===== src/rtl/mem_access_unit_if.sv =====
// Bundles the execute-stage request, the data-memory port and the completion
// signals of mem_access_unit. The "slave" modport is the unit's own view.
interface mem_access_unit_if #(
  parameter int DATA_W = 32,
  parameter int ADDR_W = 32
);
  // Request handshake: a request transfers on a cycle where in_valid and
  // in_ready are both high. Upstream keeps every request field stable while
  // in_ready is low. Memory side: mem_en and the request fields hold until
  // the cycle where mem_ack is high.
  logic                in_valid;
  logic                in_ready;
  logic                op_ld;
  logic                op_st;
  logic [1:0]          size;
  logic                sign_ext;
  logic [DATA_W-1:0]   in_a;
  logic [ADDR_W-1:0]   in_b;
  logic                mem_en;
  logic                mem_wr;
  logic [ADDR_W-1:0]   mem_addr;
  logic [DATA_W/8-1:0] mem_be;
  logic [DATA_W-1:0]   mem_wdata;
  logic                mem_ack;
  logic [DATA_W-1:0]   mem_rdata;
  logic                done;
  logic                err;
  logic [DATA_W-1:0]   rd_data;

  modport master (
    output in_valid, op_ld, op_st, size, sign_ext, in_a, in_b, mem_ack, mem_rdata,
    input  in_ready, mem_en, mem_wr, mem_addr, mem_be, mem_wdata, done, err, rd_data
  );

  modport slave (
    input  in_valid, op_ld, op_st, size, sign_ext, in_a, in_b, mem_ack, mem_rdata,
    output in_ready, mem_en, mem_wr, mem_addr, mem_be, mem_wdata, done, err, rd_data
  );
endinterface


===== src/rtl/mem_access_unit.sv =====
// Data-memory access unit: turns load/store requests into a held en/ack
// memory transaction with byte enables, lane alignment and a wait timeout.
module mem_access_unit #(
  parameter int DATA_W  = 32,
  parameter int ADDR_W  = 32,
  parameter int TIMEOUT = 16
) (
  input  logic             clk,
  input  logic             rst_n,
  mem_access_unit_if.slave bus,
  output logic             dbg_state_o
);
  localparam int BE_W  = DATA_W / 8;
  localparam int OFF_W = $clog2(BE_W);
  localparam int CNT_W = (TIMEOUT > 1) ? $clog2(TIMEOUT) : 1;

  typedef enum logic {IDLE = 1'b0, REQ = 1'b1} state_t;

  state_t             state_q;
  logic               mem_en_q;
  logic               mem_wr_q;
  logic [ADDR_W-1:0]  mem_addr_q;
  logic [BE_W-1:0]    mem_be_q;
  logic [DATA_W-1:0]  mem_wdata_q;
  logic               done_q;
  logic               err_q;
  logic [DATA_W-1:0]  rd_data_q;
  logic [OFF_W-1:0]   off_q;
  logic [1:0]         size_q;
  logic               sext_q;
  logic               ld_q;
  logic [CNT_W-1:0]   cnt_q;

  logic [OFF_W-1:0]   off_d;
  logic               illegal_d;
  logic [BE_W-1:0]    be_d;
  logic [DATA_W-1:0]  wmask_d;
  logic [DATA_W-1:0]  wdata_d;
  logic [DATA_W-1:0]  rd_shift;
  logic               rd_sign;
  logic [DATA_W-1:0]  ld_ext_d;
  logic               timeout_hit;

  assign off_d = bus.in_b[OFF_W-1:0];

  // Request decode: legality, byte enables and lane-aligned store data.
  always_comb begin
    illegal_d = bus.op_ld & bus.op_st;
    case (bus.size)
      2'd1:    if (off_d[0]) illegal_d = 1'b1;
      2'd2:    if (off_d[1:0] != 2'b00) illegal_d = 1'b1;
      2'd3:    if (DATA_W == 32 || off_d != '0) illegal_d = 1'b1;
      default: ;
    endcase
    be_d    = '0;
    wmask_d = '0;
    for (int i = 0; i < BE_W; i++) begin
      if (i < (1 << bus.size)) be_d[i] = 1'b1;
    end
    for (int i = 0; i < DATA_W; i++) begin
      if (i < (8 << bus.size)) wmask_d[i] = 1'b1;
    end
    be_d    = be_d << off_d;
    wdata_d = (bus.in_a & wmask_d) << {off_d, 3'b000};
  end

  // Load return path: move the addressed lane to bit 0, then extend.
  always_comb begin
    rd_shift = bus.mem_rdata >> {off_q, 3'b000};
    case (size_q)
      2'd0:    rd_sign = rd_shift[7];
      2'd1:    rd_sign = rd_shift[15];
      2'd2:    rd_sign = rd_shift[31];
      default: rd_sign = rd_shift[DATA_W-1];
    endcase
    ld_ext_d = '0;
    for (int i = 0; i < DATA_W; i++) begin
      if (i < (8 << size_q)) ld_ext_d[i] = rd_shift[i];
      else                   ld_ext_d[i] = sext_q & rd_sign;
    end
  end

  // An ack arriving on the timeout cycle takes priority over the abort.
  assign timeout_hit = (TIMEOUT != 0) && (cnt_q == CNT_W'(TIMEOUT - 1));

  always_ff @(posedge clk or negedge rst_n) begin
    if (!rst_n) begin
      state_q     <= IDLE;
      mem_en_q    <= 1'b0;
      mem_wr_q    <= 1'b0;
      mem_addr_q  <= '0;
      mem_be_q    <= '0;
      mem_wdata_q <= '0;
      done_q      <= 1'b0;
      err_q       <= 1'b0;
      rd_data_q   <= '0;
      off_q       <= '0;
      size_q      <= 2'd0;
      sext_q      <= 1'b0;
      ld_q        <= 1'b0;
      cnt_q       <= '0;
    end else begin
      done_q    <= 1'b0;
      err_q     <= 1'b0;
      rd_data_q <= '0;
      case (state_q)
        IDLE: begin
          if (bus.in_valid && (bus.op_ld || bus.op_st)) begin
            if (illegal_d) begin
              done_q <= 1'b1;
              err_q  <= 1'b1;
            end else begin
              state_q     <= REQ;
              mem_en_q    <= 1'b1;
              mem_wr_q    <= bus.op_st;
              mem_addr_q  <= bus.in_b;
              mem_be_q    <= be_d;
              mem_wdata_q <= bus.op_st ? wdata_d : '0;
              off_q       <= off_d;
              size_q      <= bus.size;
              sext_q      <= bus.sign_ext;
              ld_q        <= bus.op_ld;
              cnt_q       <= '0;
            end
          end
        end
        REQ: begin
          if (bus.mem_ack || timeout_hit) begin
            state_q     <= IDLE;
            mem_en_q    <= 1'b0;
            mem_wr_q    <= 1'b0;
            mem_addr_q  <= '0;
            mem_be_q    <= '0;
            mem_wdata_q <= '0;
            done_q      <= 1'b1;
            err_q       <= ~bus.mem_ack;
            if (bus.mem_ack && ld_q) rd_data_q <= ld_ext_d;
          end else begin
            cnt_q <= cnt_q + 1'b1;
          end
        end
        default: state_q <= IDLE;
      endcase
    end
  end

  assign bus.in_ready  = (state_q == IDLE);
  assign bus.mem_en    = mem_en_q;
  assign bus.mem_wr    = mem_wr_q;
  assign bus.mem_addr  = mem_addr_q;
  assign bus.mem_be    = mem_be_q;
  assign bus.mem_wdata = mem_wdata_q;
  assign bus.done      = done_q;
  assign bus.err       = err_q;
  assign bus.rd_data   = rd_data_q;
  assign dbg_state_o   = (state_q == REQ);
endmodule


===== src/flat_wrapper.sv =====
// flat-port wrapper written by rule: the top's interface ports become plain ports
module mem_access_unit_flat 
#(
  parameter int DATA_W  = 32,
  parameter int ADDR_W  = 32,
  parameter int TIMEOUT = 16
)
  (clk, rst_n, dbg_state_o, bus_in_valid, bus_op_ld, bus_op_st, bus_size, bus_sign_ext, bus_in_a, bus_in_b, bus_mem_ack, bus_mem_rdata, bus_in_ready, bus_mem_en, bus_mem_wr, bus_mem_addr, bus_mem_be, bus_mem_wdata, bus_done, bus_err, bus_rd_data);
  mem_access_unit_if #(.DATA_W(DATA_W), .ADDR_W(ADDR_W)) bus_i ();
  input  logic clk;
  input  logic rst_n;
  output logic dbg_state_o;
  input wire logic [$bits(bus_i.in_valid)-1:0] bus_in_valid;
  input wire logic [$bits(bus_i.op_ld)-1:0] bus_op_ld;
  input wire logic [$bits(bus_i.op_st)-1:0] bus_op_st;
  input wire logic [$bits(bus_i.size)-1:0] bus_size;
  input wire logic [$bits(bus_i.sign_ext)-1:0] bus_sign_ext;
  input wire logic [$bits(bus_i.in_a)-1:0] bus_in_a;
  input wire logic [$bits(bus_i.in_b)-1:0] bus_in_b;
  input wire logic [$bits(bus_i.mem_ack)-1:0] bus_mem_ack;
  input wire logic [$bits(bus_i.mem_rdata)-1:0] bus_mem_rdata;
  output wire logic [$bits(bus_i.in_ready)-1:0] bus_in_ready;
  output wire logic [$bits(bus_i.mem_en)-1:0] bus_mem_en;
  output wire logic [$bits(bus_i.mem_wr)-1:0] bus_mem_wr;
  output wire logic [$bits(bus_i.mem_addr)-1:0] bus_mem_addr;
  output wire logic [$bits(bus_i.mem_be)-1:0] bus_mem_be;
  output wire logic [$bits(bus_i.mem_wdata)-1:0] bus_mem_wdata;
  output wire logic [$bits(bus_i.done)-1:0] bus_done;
  output wire logic [$bits(bus_i.err)-1:0] bus_err;
  output wire logic [$bits(bus_i.rd_data)-1:0] bus_rd_data;
  assign bus_i.in_valid = bus_in_valid;
  assign bus_i.op_ld = bus_op_ld;
  assign bus_i.op_st = bus_op_st;
  assign bus_i.size = bus_size;
  assign bus_i.sign_ext = bus_sign_ext;
  assign bus_i.in_a = bus_in_a;
  assign bus_i.in_b = bus_in_b;
  assign bus_i.mem_ack = bus_mem_ack;
  assign bus_i.mem_rdata = bus_mem_rdata;
  assign bus_in_ready = bus_i.in_ready;
  assign bus_mem_en = bus_i.mem_en;
  assign bus_mem_wr = bus_i.mem_wr;
  assign bus_mem_addr = bus_i.mem_addr;
  assign bus_mem_be = bus_i.mem_be;
  assign bus_mem_wdata = bus_i.mem_wdata;
  assign bus_done = bus_i.done;
  assign bus_err = bus_i.err;
  assign bus_rd_data = bus_i.rd_data;
  mem_access_unit #(.DATA_W(DATA_W), .ADDR_W(ADDR_W), .TIMEOUT(TIMEOUT)) u_core (.clk(clk), .rst_n(rst_n), .bus(bus_i), .dbg_state_o(dbg_state_o));
endmodule

===== config.mk =====
export PLATFORM = sky130hd
export DESIGN_NAME = mem_access_unit_flat
export DESIGN_NICKNAME = d
export VERILOG_FILES = /design/src/rtl/mem_access_unit_if.sv /design/src/rtl/mem_access_unit.sv /design/src/flat_wrapper.sv
export SDC_FILE = /design/constraint.sdc
export NUM_CORES = 1
export LEC_CHECK = 0
export ABC_AREA = 1
export BUFFER_PORTS_ARGS = -buffer_cell sky130_fd_sc_hd__buf_2
export CORE_MARGIN = 5
export CORE_UTILIZATION = 53
export CTS_CLUSTER_DIAMETER = 40
export DETAILED_ROUTE_END_ITERATION = 8
export PLACE_DENSITY = 0.95
export RECOVER_POWER = 100
export SLEW_MARGIN = 20
export SYNTH_ARGS = -nofsm -noshare
export SYNTH_HDL_FRONTEND = slang
export SYNTH_SLANG_ARGS = --single-unit

===== constraint.sdc =====
create_clock -name clk -period 2.8 [get_ports clk]
set_input_delay 0.14 -clock clk [delete_from_list [all_inputs] [get_ports clk]]
set_output_delay 0.14 -clock clk [all_outputs]
set_load 0.05 [all_outputs]

==> impl_metrics.tcl <==
set metrics [dict create \
    finalSetupViolations 0 \
    max_slew_margin_pct 20.9 \
    yosysMostFrequentCell "nand2_1" \
    period_needed_ns 2.34 \
    status "complete, no violations" \
    cellPowerDensity_mw_per_mm2 803 \
    r2r_cells 5 \
    ant_nets 0 \
    endpoint_kind "register" \
    cellLeakagePower_nw 4.13 \
    fp.dieW_um 113 \
    fin_setup_tns_ns 0 \
    die_y_um 113 \
    die_area_mm2 0.0128 \
    vias_per_cell 5.57 \
    syn-cell-area_mm2 0.00563 \
    coreArea_mm2 0.0103 \
    cts.sinks 115 \
    cap_violations 0 \
    cts_setup_buffers 0 \
    holdBufCountCts 58 \
    ir_worst_vdd_mv 0.408 \
    dpl.hpwl_um 12500 \
    rsz0062_at_grt "false" \
    portBuffers 210 \
    clock_latency_ns 0.53 \
    rows 37 \
    cts_root_buf "clkbuf_8" \
    wl_um 19500 \
    yosys.area.top_type "dfrtp_1" \
    period_share_pct 83.6 \
    ys_warn_count 0 \
    dr_total_vias 6260 \
    antenna_found_initial 1 \
    synth_seq_area_share_pct 51.1 \
    required_ns 3.26 \
    post_cts_resized 0 \
    drive_gt1_share_pct 16.1 \
    avgSynthCellArea_um2 7.79 \
    yosysTopAreaCellShare_pct 51.1 \
    grt_pass1_vias 6303 \
    tightest_slew_ns 1.19 \
    h-tree-depth 4 \
    drcViolationCount 0 \
    crit_chain "inv_1, clkbuf_2, o21ai_0, a31oi_1, dlygate4sd3_1" \
    clkTransAtPathRegs_ns 0.06 \
    worst-setup-path-type "register to register" \
    wl_per_cell_um 17.4 \
    cts_made_buffers 17 \
    dr.pass1.iters 6 \
    stdcell_area_mm2 0.00767 \
    grt_overflow 0 \
    gp_congestion 0.901 \
    hold_viol 0 \
    critPathMaxFanout 21 \
    grt_max_degree 69 \
    startpoint_type "register" \
    initial_utilization_pct 54.6 \
    post_dp_cell_area_mm2 0.00671 \
    gr-usage-all-layers_pct 30.8 \
    grt_pass1_wl_um 31200 \
    ys_ff_latch 115 \
    slowest_delay_ns 0.56 \
    nNetsFinal 1085 \
    cp_slowest_cell "dlygate4sd3_1" \
    whs_ns 0.000832 \
    synthDistinctLibCells 28 \
    synthCells 723 \
    slew_violations 0 \
    fmax_mhz 427 \
    whs_path_depth 5 \
    hold_class "input port to register" \
    ys_top_cells_by_count "259 x nand2_1, 115 x dfrtp_1, 105 x nand3_1" \
    synth_edf_count 0 \
    io-pin-count 211 \
    crit_arrival_ns 2.80 \
    syn-num-nets 834 \
    cts_buffer_depth 2 \
    synthTopCellsByArea "dfrtp_1 51%, nand2_1 17%, nand3_1 9.3%" \
    cts_tree "done" \
    syn_to_final_growth_pct 36.1 \
    synth-async-reset-ratio_pct 100 \
    drt_iter0_drc 754 \
    skew_ns 0.00759 \
    synth_flop_cell "dfrtp_1" \
]
==> power breakdown <==
group	internal (mW)	switching (mW)
logic	0.480	1.58
registers	1.91	0.186
clock network	1.11	0.891
total	3.50	2.66
==> worst paths after layout <==
kind | start | to | slack (ns)
min | bus_in_a[26] | u_core.bus.mem_wdata[26]$_DFFE_PN0P_ | 0.0008
max | u_core.off_q[1]$_DFFE_PN0P_ | u_core.bus.rd_data[5]$_DFF_PN0_ | 0.46
min in group asynchronous | rst_n | u_core.bus.mem_addr[15]$_DFFE_PN0P_ | 0.41
max in group asynchronous | rst_n | u_core.bus.mem_wdata[11]$_DFFE_PN0P_ | 0.75
min reg2reg | u_core.bus.mem_addr[15]$_DFFE_PN0P_ | u_core.bus.mem_addr[15]$_DFFE_PN0P_ | 0.50
max reg2reg | u_core.off_q[1]$_DFFE_PN0P_ | u_core.bus.rd_data[5]$_DFF_PN0_ | 0.46
==> state kept, by name (all words and copies together) (netlist names), 2 cells and up <==
name	flops
u_core.bus.mem_wdata	32
u_core.cnt_q	4
u_core.off_q	2
u_core.bus.mem_addr	32
u_core.size_q	2
u_core.bus.mem_be	4
u_core.bus.rd_data	32
==> cells by family after synthesis <==
logic type / Yosys count / synth area share [%]
DFF: 115 / 51.1
xor gates and xnor gates: 2 / 0.311
and+or+nand+nor: 428 / 31.6
adders and majority gates: 6 / 1.33
buffers and inverters: 84 / 6.71
AOI/OAI and AO/OA: 88 / 8.95
==> stage by stage <==
step	setup WS, ns	instances	utilization (%)	power [mW]
finish	0.459	1124	74.3	6.16
global route	0.260	1124	74.3	6.42
CTS	0.639	1123	75.8	6.16
detailed placement	0.672	1033	65.0	4.13
global placement	0.808	1033	65.0	4.08
floorplan	0.934	723	-	3.57
==> area by class of cell <==
| type | instances | area, µm² |
|---|---|---|
| Clock inverter | 15 | 126 |
| Sequential cell | 115 | 2880 |
| Tap cell | 136 | 170 |
| Timing Repair Buffer | 277 | 1560 |
| Multi-Input combinational cell | 524 | 2370 |
| Clock buffer | 17 | 414 |
| Fill cell | 791 | 2660 |
| Inverter | 39 | 146 |
| Antenna cell | 1 | 2.50 |
==> routing by layer <==
| metal | vias up | track usage [%] | wire length, µm |
|---|---|---|---|
| met3 | 89 | 7.86 | 1970 |
| met1 | 2884 | 36.6 | 7040 |
| met2 | 435 | 51.7 | 9660 |
| met5 | - | 0 | 0 |
| li1 | 2852 | - | - |
| met4 | 0 | 15.6 | 871 |
==> cells in the final DEF (no fill, tap or decap), types with 7 or more instances in the layout <==
| cell | Yosys | layout |
|---|---|---|
| a21oi_1 | 18 | 18 |
| nand3_1 | 105 | 105 |
| dfrtp_1 | 115 | 115 |
| o21ai_0 | 52 | 52 |
| nor2_1 | 52 | 53 |
| clkbuf_16 | 0 | 16 |
| a31oi_1 | 7 | 7 |
| buf_2 | 17 | 103 |
| clkbuf_1 | 21 | 106 |
| o221a_2 | 7 | 7 |
| dlygate4sd3_1 | 0 | 58 |
| inv_1 | 34 | 35 |
| nand2_1 | 259 | 259 |
==> critical path: cells and delay by family (launching register included) <==
kind,cells,cell delay (ns)
AOI/OAI and AO/OA,2,0.34
buffers and inverters,3,1.43
DFF,1,0.50
Note: power is estimated with default switching activity, not from simulation.
